==> config.mk <==
export PLATFORM = sky130hd
export DESIGN_NAME = video_driver
export DESIGN_NICKNAME = d
export VERILOG_FILES = /design/src/rtl/video_driver.sv
export SDC_FILE = /design/constraint.sdc
export NUM_CORES = 1
export LEC_CHECK = 0
export BUFFER_PORTS_ARGS = -buffer_cell sky130_fd_sc_hd__buf_2
export CAP_MARGIN = 0
export CORE_MARGIN = 2
export CORE_UTILIZATION = 45
export CTS_BUF_LIST = sky130_fd_sc_hd__clkbuf_4
export DETAILED_ROUTE_END_ITERATION = 16
export PLACE_DENSITY = 0.75
export SLEW_MARGIN = 20
export SYNTH_ARGS = -nofsm -noshare
export SYNTH_HDL_FRONTEND = slang
export SYNTH_SLANG_ARGS = --single-unit
export TNS_END_PERCENT = 20
==> constraint.sdc <==
create_clock -name pixel_clk -period 2.4 [get_ports pixel_clk]
set_input_delay 0.36 -clock pixel_clk [delete_from_list [all_inputs] [get_ports pixel_clk]]
set_output_delay 0.36 -clock pixel_clk [all_outputs]
set_load 0.05 [all_outputs]
==> src/rtl/video_driver.sv <==
// Raster timing generator for the HDMI path: free-running line/frame counters,
// registered sync/enable/coordinate decode, and blanked RGB pass-through.
module video_driver #(
    parameter logic [10:0] H_SYNC   = 11'd40,
    parameter logic [10:0] H_BACK   = 11'd220,
    parameter logic [10:0] H_DISP   = 11'd1280,
    parameter logic [10:0] H_FRONT  = 11'd110,
    parameter logic [10:0] H_TOTAL  = 11'd1650,
    parameter logic [10:0] V_SYNC   = 11'd5,
    parameter logic [10:0] V_BACK   = 11'd20,
    parameter logic [10:0] V_DISP   = 11'd720,
    parameter logic [10:0] V_FRONT  = 11'd5,
    parameter logic [10:0] V_TOTAL  = 11'd750,
    parameter logic        SYNC_POL = 1'b1
) (
    input  logic        pixel_clk,
    input  logic        sys_rst_n,
    input  logic [23:0] pixel_data,
    output logic        video_hs,
    output logic        video_vs,
    output logic        video_de,
    output logic [23:0] video_rgb,
    output logic        data_req,
    output logic [10:0] pixel_xpos,
    output logic [10:0] pixel_ypos,
    output logic        frame_start
);
    localparam logic [10:0] HA = H_SYNC + H_BACK;
    localparam logic [10:0] VA = V_SYNC + V_BACK;

    logic [10:0] cnt_h;
    logic [10:0] cnt_v;
    logic        end_line;

    assign end_line = (cnt_h == H_TOTAL - 11'd1);

    // NOTE: sequential state uses non-blocking assignments so every register
    // samples pre-edge values; the async reset sits in the sensitivity list.
    always_ff @(posedge pixel_clk or negedge sys_rst_n) begin
        if (!sys_rst_n) begin
            cnt_h <= '0;
            cnt_v <= '0;
        end else if (end_line) begin
            cnt_h <= '0;
            cnt_v <= (cnt_v == V_TOTAL - 11'd1) ? 11'd0 : cnt_v + 11'd1;
        end else begin
            cnt_h <= cnt_h + 11'd1;
        end
    end

    logic        v_act;
    logic        hs_d;
    logic        vs_d;
    logic        de_d;
    logic        req_d;
    logic        fs_d;
    logic [10:0] xpos_d;
    logic [10:0] ypos_d;

    // NOTE: every signal gets a value on every path (coordinate defaults come
    // first) so this block never infers a latch.
    always_comb begin
        xpos_d = '0;
        ypos_d = '0;
        v_act  = (cnt_v >= VA) && (cnt_v < VA + V_DISP);
        hs_d   = (cnt_h < H_SYNC) ? SYNC_POL : ~SYNC_POL;
        vs_d   = (cnt_v < V_SYNC) ? SYNC_POL : ~SYNC_POL;
        de_d   = v_act && (cnt_h >= HA) && (cnt_h < HA + H_DISP);
        req_d  = v_act && (cnt_h >= HA - 11'd1) && (cnt_h < HA + H_DISP - 11'd1);
        fs_d   = (cnt_h == 11'd0) && (cnt_v == 11'd0);
        if (req_d) begin
            xpos_d = cnt_h - (HA - 11'd1);
            ypos_d = cnt_v - VA;
        end
    end

    // Outputs present the counter position of the previous cycle, all together.
    always_ff @(posedge pixel_clk or negedge sys_rst_n) begin
        if (!sys_rst_n) begin
            video_hs    <= ~SYNC_POL;
            video_vs    <= ~SYNC_POL;
            video_de    <= 1'b0;
            data_req    <= 1'b0;
            pixel_xpos  <= '0;
            pixel_ypos  <= '0;
            frame_start <= 1'b0;
        end else begin
            video_hs    <= hs_d;
            video_vs    <= vs_d;
            video_de    <= de_d;
            data_req    <= req_d;
            pixel_xpos  <= xpos_d;
            pixel_ypos  <= ypos_d;
            frame_start <= fs_d;
        end
    end

    // Downstream answers a request one cycle later, exactly while de is high.
    assign video_rgb = video_de ? pixel_data : 24'd0;

endmodule
* After elaboration in Yosys (flattened, before gate mapping)
Index checks and enable logic that the tools add are counted.
** Operators by class
- Add/sub/neg operators :: 4
- Multipliers :: 0
- Divide/modulo/power cells :: 0
- Magnitude comparators :: 8
- Equality and inequality tests :: 2
- Shift operators :: 0
- Multiplexer cells :: 7
- Bitwise operators :: 0
- Reductions and logical operators :: 8
** Operators with widths (count)
- 11-bit 2-to-1 mux :: 4
- 24-bit 2-to-1 mux :: 1
- 11-bit by 1-bit adder with 11-bit output (second input constant) :: 2
- 11-bit by 9-bit greater-or-equal comparator with 1-bit output (second input constant) :: 2
- 11-bit logical NOT :: 2
- 11-bit less-than comparator (second input constant) :: 2
- 11-bit by 10-bit == test with 1-bit output (second input constant) :: 1
- 11-bit == test (second input constant) :: 1
- 11-bit by 5-bit greater-or-equal comparator with 1-bit output (second input constant) :: 1
- 11-bit by 10-bit less-than comparator with 1-bit output (second input constant) :: 1
- 11-bit by 3-bit less-than comparator with 1-bit output (second input constant) :: 1
- 11-bit by 6-bit less-than comparator with 1-bit output (second input constant) :: 1
- 11-bit by 5-bit subtractor with 11-bit output (second input constant) :: 1
- 11-bit by 9-bit subtractor with 11-bit output (second input constant) :: 1
- 1-bit logical AND :: 6
- 1-bit 2-to-1 mux :: 2
** Word-level totals
- Register bits after elaboration :: 49
- Bits in latches :: 0
- Bits in writable memories :: 0
- ROM bits :: 0
- Input port bits :: 26
- Output and inout bits :: 51
- Word-level logic and storage cells :: 38
- Memories kept :: 0

* Longest topological paths before layout
- Word-level depth :: 5
- Depth in mapped cells :: 8
- Mapped depth without buffers :: 6

* Least setup slack after synthesis
Ideal clock, no wire load.
- Path type :: reg-to-reg
- From :: reg cnt_h[5]
- To :: reg pixel_ypos[0]
- Setup time :: 0.134 ns
- Arrival :: 1.774 ns
- Required time :: 2.266 ns
- Setup slack :: 0.492 ns
- Stages on the path, launching flop included :: 7
- Path buffers :: 2
- Period minus slack after synthesis :: 1.908 ns
- Cell sequence :: dfrtp_1 buf_6 or4_4 or4_4 o21ai_4 buf_6 nor3_2
** On the way
- Word-level cells in the longest chain between the ends :: 4
- Elaborated cells on any way between the ends :: 5
- Classes of those cells :: 2 x order compare; 1 x mux; 2 x reduce/logical
** RTL lines
- start: declaration :: RTL line 31 : logic [10:0] cnt_h;
- start signal: assignment :: RTL line 47 : cnt_h <= cnt_h + 11'd1;
- 11-bit by 9-bit greater-or-equal comparator with 1-bit output :: RTL line 69 : req_d = v_act && (cnt_h >= HA - 11'd1) && (cnt_h < HA + H_DISP - 11'd1);
- 1-bit logical AND :: RTL line 69
- 1-bit logical AND * :: RTL line 69
- 11-bit 2-to-1 mux * :: RTL line 71 : if (req_d) begin
- via ypos_d[0] :: RTL line 58 : logic [10:0] ypos_d;
- end signal: assignment :: RTL line 93 : pixel_ypos <= ypos_d;
- end: declaration :: RTL line 25 : output logic [10:0] pixel_ypos,
Mark *: on every way through the listed nets, which the timed path passes. The rest lies on a longest branch.
A chain may end at the register's enable or synchronous reset.

* Worst setup path after layout
- From :: reg cnt_h[4]
- To :: reg pixel_ypos[3]
The elaborated chain is that of the path after synthesis.

==> flow_summary.toml <==
[critical_path]
start_kind = "flop"
critPathKind = "reg2reg"
worstPathMaxFanout = 22
crit_arrival_ps = 2350
crit_required_ps = 2640
r2r-start = "cnt_h[4]$_DFF_PN0_"
worstSetupStartpoint = "cnt_h[4]$_DFF_PN0_"
end_kind = "flop"

[yosys]
synth_top_area_cell = "dfrtp_1"
synth_warnings = 0
mappedNetlistNets = 325
syn-cell-area_sq_um = 2864
synth_cells = 292
synth.distinct_cells = 53
synth_area_leaders = "dfrtp_1, nor3_2, and2_1, xnor2_1, xor2_1"
avgSynthCellArea_sq_um = 9.808
netlist.area_leader.share = 0.4281
synth-seq-cells = 49
yosysSeqAreaShare = 0.4281

[clocking]
clk_root_buffer_cell = "clkbuf_4"
ctsResizeCount = 0
cts_buffer_depth = 2
clock-sinks = 49
cts.clk_slew.worst_paths_ps = 130
hold_buffers = 1
cts_tree = "done"
clk_latency_ps = 360
cts_buffers = 5
post-cts-setup-buffers = 0
cts_max_level = 2

[die]
coreArea_sq_um = 6241
fp.dieH_um = 83.78
ioPinCount = 77
initial_core_util = 0.4589
dieArea_sq_um = 7018
rows = 29
die_x_um = 83.78

[final_layout]
fin_nets = 394
syn_to_final_growth_pct = 18.74
nFillCells = 580
multiInputGateArea_sq_um = 1464
ff_latch_area_sq_um = 1226
n_antenna_cell = 0
fin_cells = 439
drive_above_1_share = 0.3481

[run]
max-cap-violations = 0

[pwr]
p_leak_uw = 0.001668
p_switching_uw = 267.0
peakVddDrop_mv = 0.2729
power_density_nw_per_um2 = 421.1
p_int_uw = 1165
comb_power_share = 0.025
pwr-share-clk = 0.398
power.share.sequential = 0.576
swShare = 0.1864

[routing]
wl_per_cell_um = 13.23
antenna_left = 0
via_per_inst = 5.337
drtIter0Drc = 189
firstDrtPassIters = 4
wl_um = 5810
via_count = 2343
post-route-drc-count = 0

[timing]
holdWs_ps = 400.2
min_period_ps = 2111
skew_ps = 9.336
finalCritPeriodShare = 0.8796
rsz0062_at_grt = "false"
report.final.slew_viol_count = 0
final_hold_viol_count = 0
slew_headroom = 0.5327
tightest_slew_ps = 692.2
max_freq_ghz = 0.4737
setup_viol = 0
fin_tns_setup_ps = 0

[global_route]
grt_max_degree = 26
use_met1 = 0.2154
grt_pass1_vias = 2111
antenna_found_initial = 0
use_met2 = 0.2909
busiest_layer = "met2"
grt_first_pass_wirelength_um = 9880
grt_overflow = 0
met3_usage = 0.03264
grt_util_all_layers = 0.1690

[status]
outcome = "finished, final reports clean"

[min_path]
hold_class = "in2async"

[placement]
gp_congestion = 0.8705
hpwl_um = 4551
port_buffers = 76
dp_cells = 430
[stage by stage]
| step | worst slack, ps | power [uW] | cell area (sq um) | utilization |
|---|---|---|---|---|
| 2_1_floorplan | 492.0 | 841.5 | 2864 | - |
| 3_3_place_gp | 357.1 | 877.4 | 3288 | 0.5269 |
| 3_5_place_dp | 321.5 | 877.8 | 3288 | 0.5269 |
| 6_report | 288.9 | 1432 | 3401 | 0.5449 |
| 5_1_grt | 184.2 | 1491 | 3401 | 0.5449 |
| 4_1_cts | 285.8 | 1455 | 3401 | 0.5449 |
[kinds of logic after synthesis]
kind of cell             synth area share
AND/OR/NAND/NOR                    0.3054
flip-flops                         0.4281
multiplexers                      0.01791
adder cells (fa/ha/maj)           0.03058
buffers and inverters             0.06072
AO/OA/AOI/OAI                     0.08388
XOR/XNOR                          0.07339
[Yosys cell counts (all sizes together)]
cell,number
a211oi,4
a21o,1
a21oi,6
a22o,1
a41oi,1
and2,26
and3,6
and4,2
and4b,1
buf,10
clkbuf,16
dfrtp,49
ha,7
inv,7
mux2,1
mux2i,4
nand2,14
nand3,11
nand3b,1
nand4,6
nand4b,1
nor2,27
nor2b,1
nor3,26
nor3b,3
nor4,5
nor4bb,1
o211ai,4
o21a,2
o21ai,9
o311ai,1
o31a,1
o31ai,2
o41a,1
or2,1
or3,3
or3b,2
or4,4
xnor2,12
xor2,12
[power groups by stage]
stage               sequential [uW]  clock [uW]  combinational (uW)
floorplan                       841           0              0.0141
global placement                841           0                36.2
detailed placement              841           0                36.6
CTS                             826         591                37.9
global route                    826         622                42.5
finish                          825         570                36.2
[registers in the layout (all words and copies together), names as in the netlist]
register	count
video_hs	1
pixel_ypos	11
video_de	1
cnt_h	11
frame_start	1
data_req	1
cnt_v	11
video_vs	1
pixel_xpos	11
[cell type report]
cell class              instances  area share
multi-input cells             210      0.4305
repair buffers                 88      0.1428
inverters                       7    0.007726
well taps                      77     0.02833
flip-flops and latches         49      0.3606
clock buffers                   5     0.01104
clock inverters                 3     0.01913
[worst paths after layout]
check / endpoint / slack [ps] / cells after the start
setup / recovery: pixel_ypos[3]$_DFF_PN0_ / 290 / 6
hold / removal: cnt_h[5]$_DFF_PN0_ / 400 / 2
setup reg to reg: pixel_ypos[3]$_DFF_PN0_ / 290 / 6
hold reg to reg: cnt_v[10]$_DFFE_PN0N_ / 570 / 1
max in group asynchronous: pixel_ypos[9]$_DFF_PN0_ / 1460 / 3
min in group pixel_clk: cnt_v[10]$_DFFE_PN0N_ / 570 / 1
[cells in the final DEF, fill, tap and decap left out, drive strengths merged, types with 3 or more instances in the layout]
cell     n
and2    26
and3     6
or3      3
mux2i    4
a21oi    6
ha       7
nor3    26
nand3   11
nor2    27
o211ai   4
buf     87
a211oi   4
xor2    12
clkbuf   5
nor3b    3
inv      7
xnor2   12
o21ai    9
or4      4
dfrtp   49
nor4     5
nand2   14
nand4    6
[per-layer routing]
| layer | share of wire | routed length [um] | vias to the layer above |
|---|---|---|---|
| met3 | 0.074 | 428 | 8 |
| met5 | 0 | 0 | - |
| met2 | 0.50 | 2878 | 91 |
| met4 | 0.015 | 88 | 0 |
| li1 | - | - | 1144 |
| met1 | 0.42 | 2415 | 1100 |
[worst max-delay path, cell delays in order (launching register included)]
cell and delay, ps:
dfrtp_1 400, buf_4 170, or4_4 510, or4_4 460
o21ai_4 160, buf_12 200, nor4_1 80
Power figures use the tool's default switching activity.
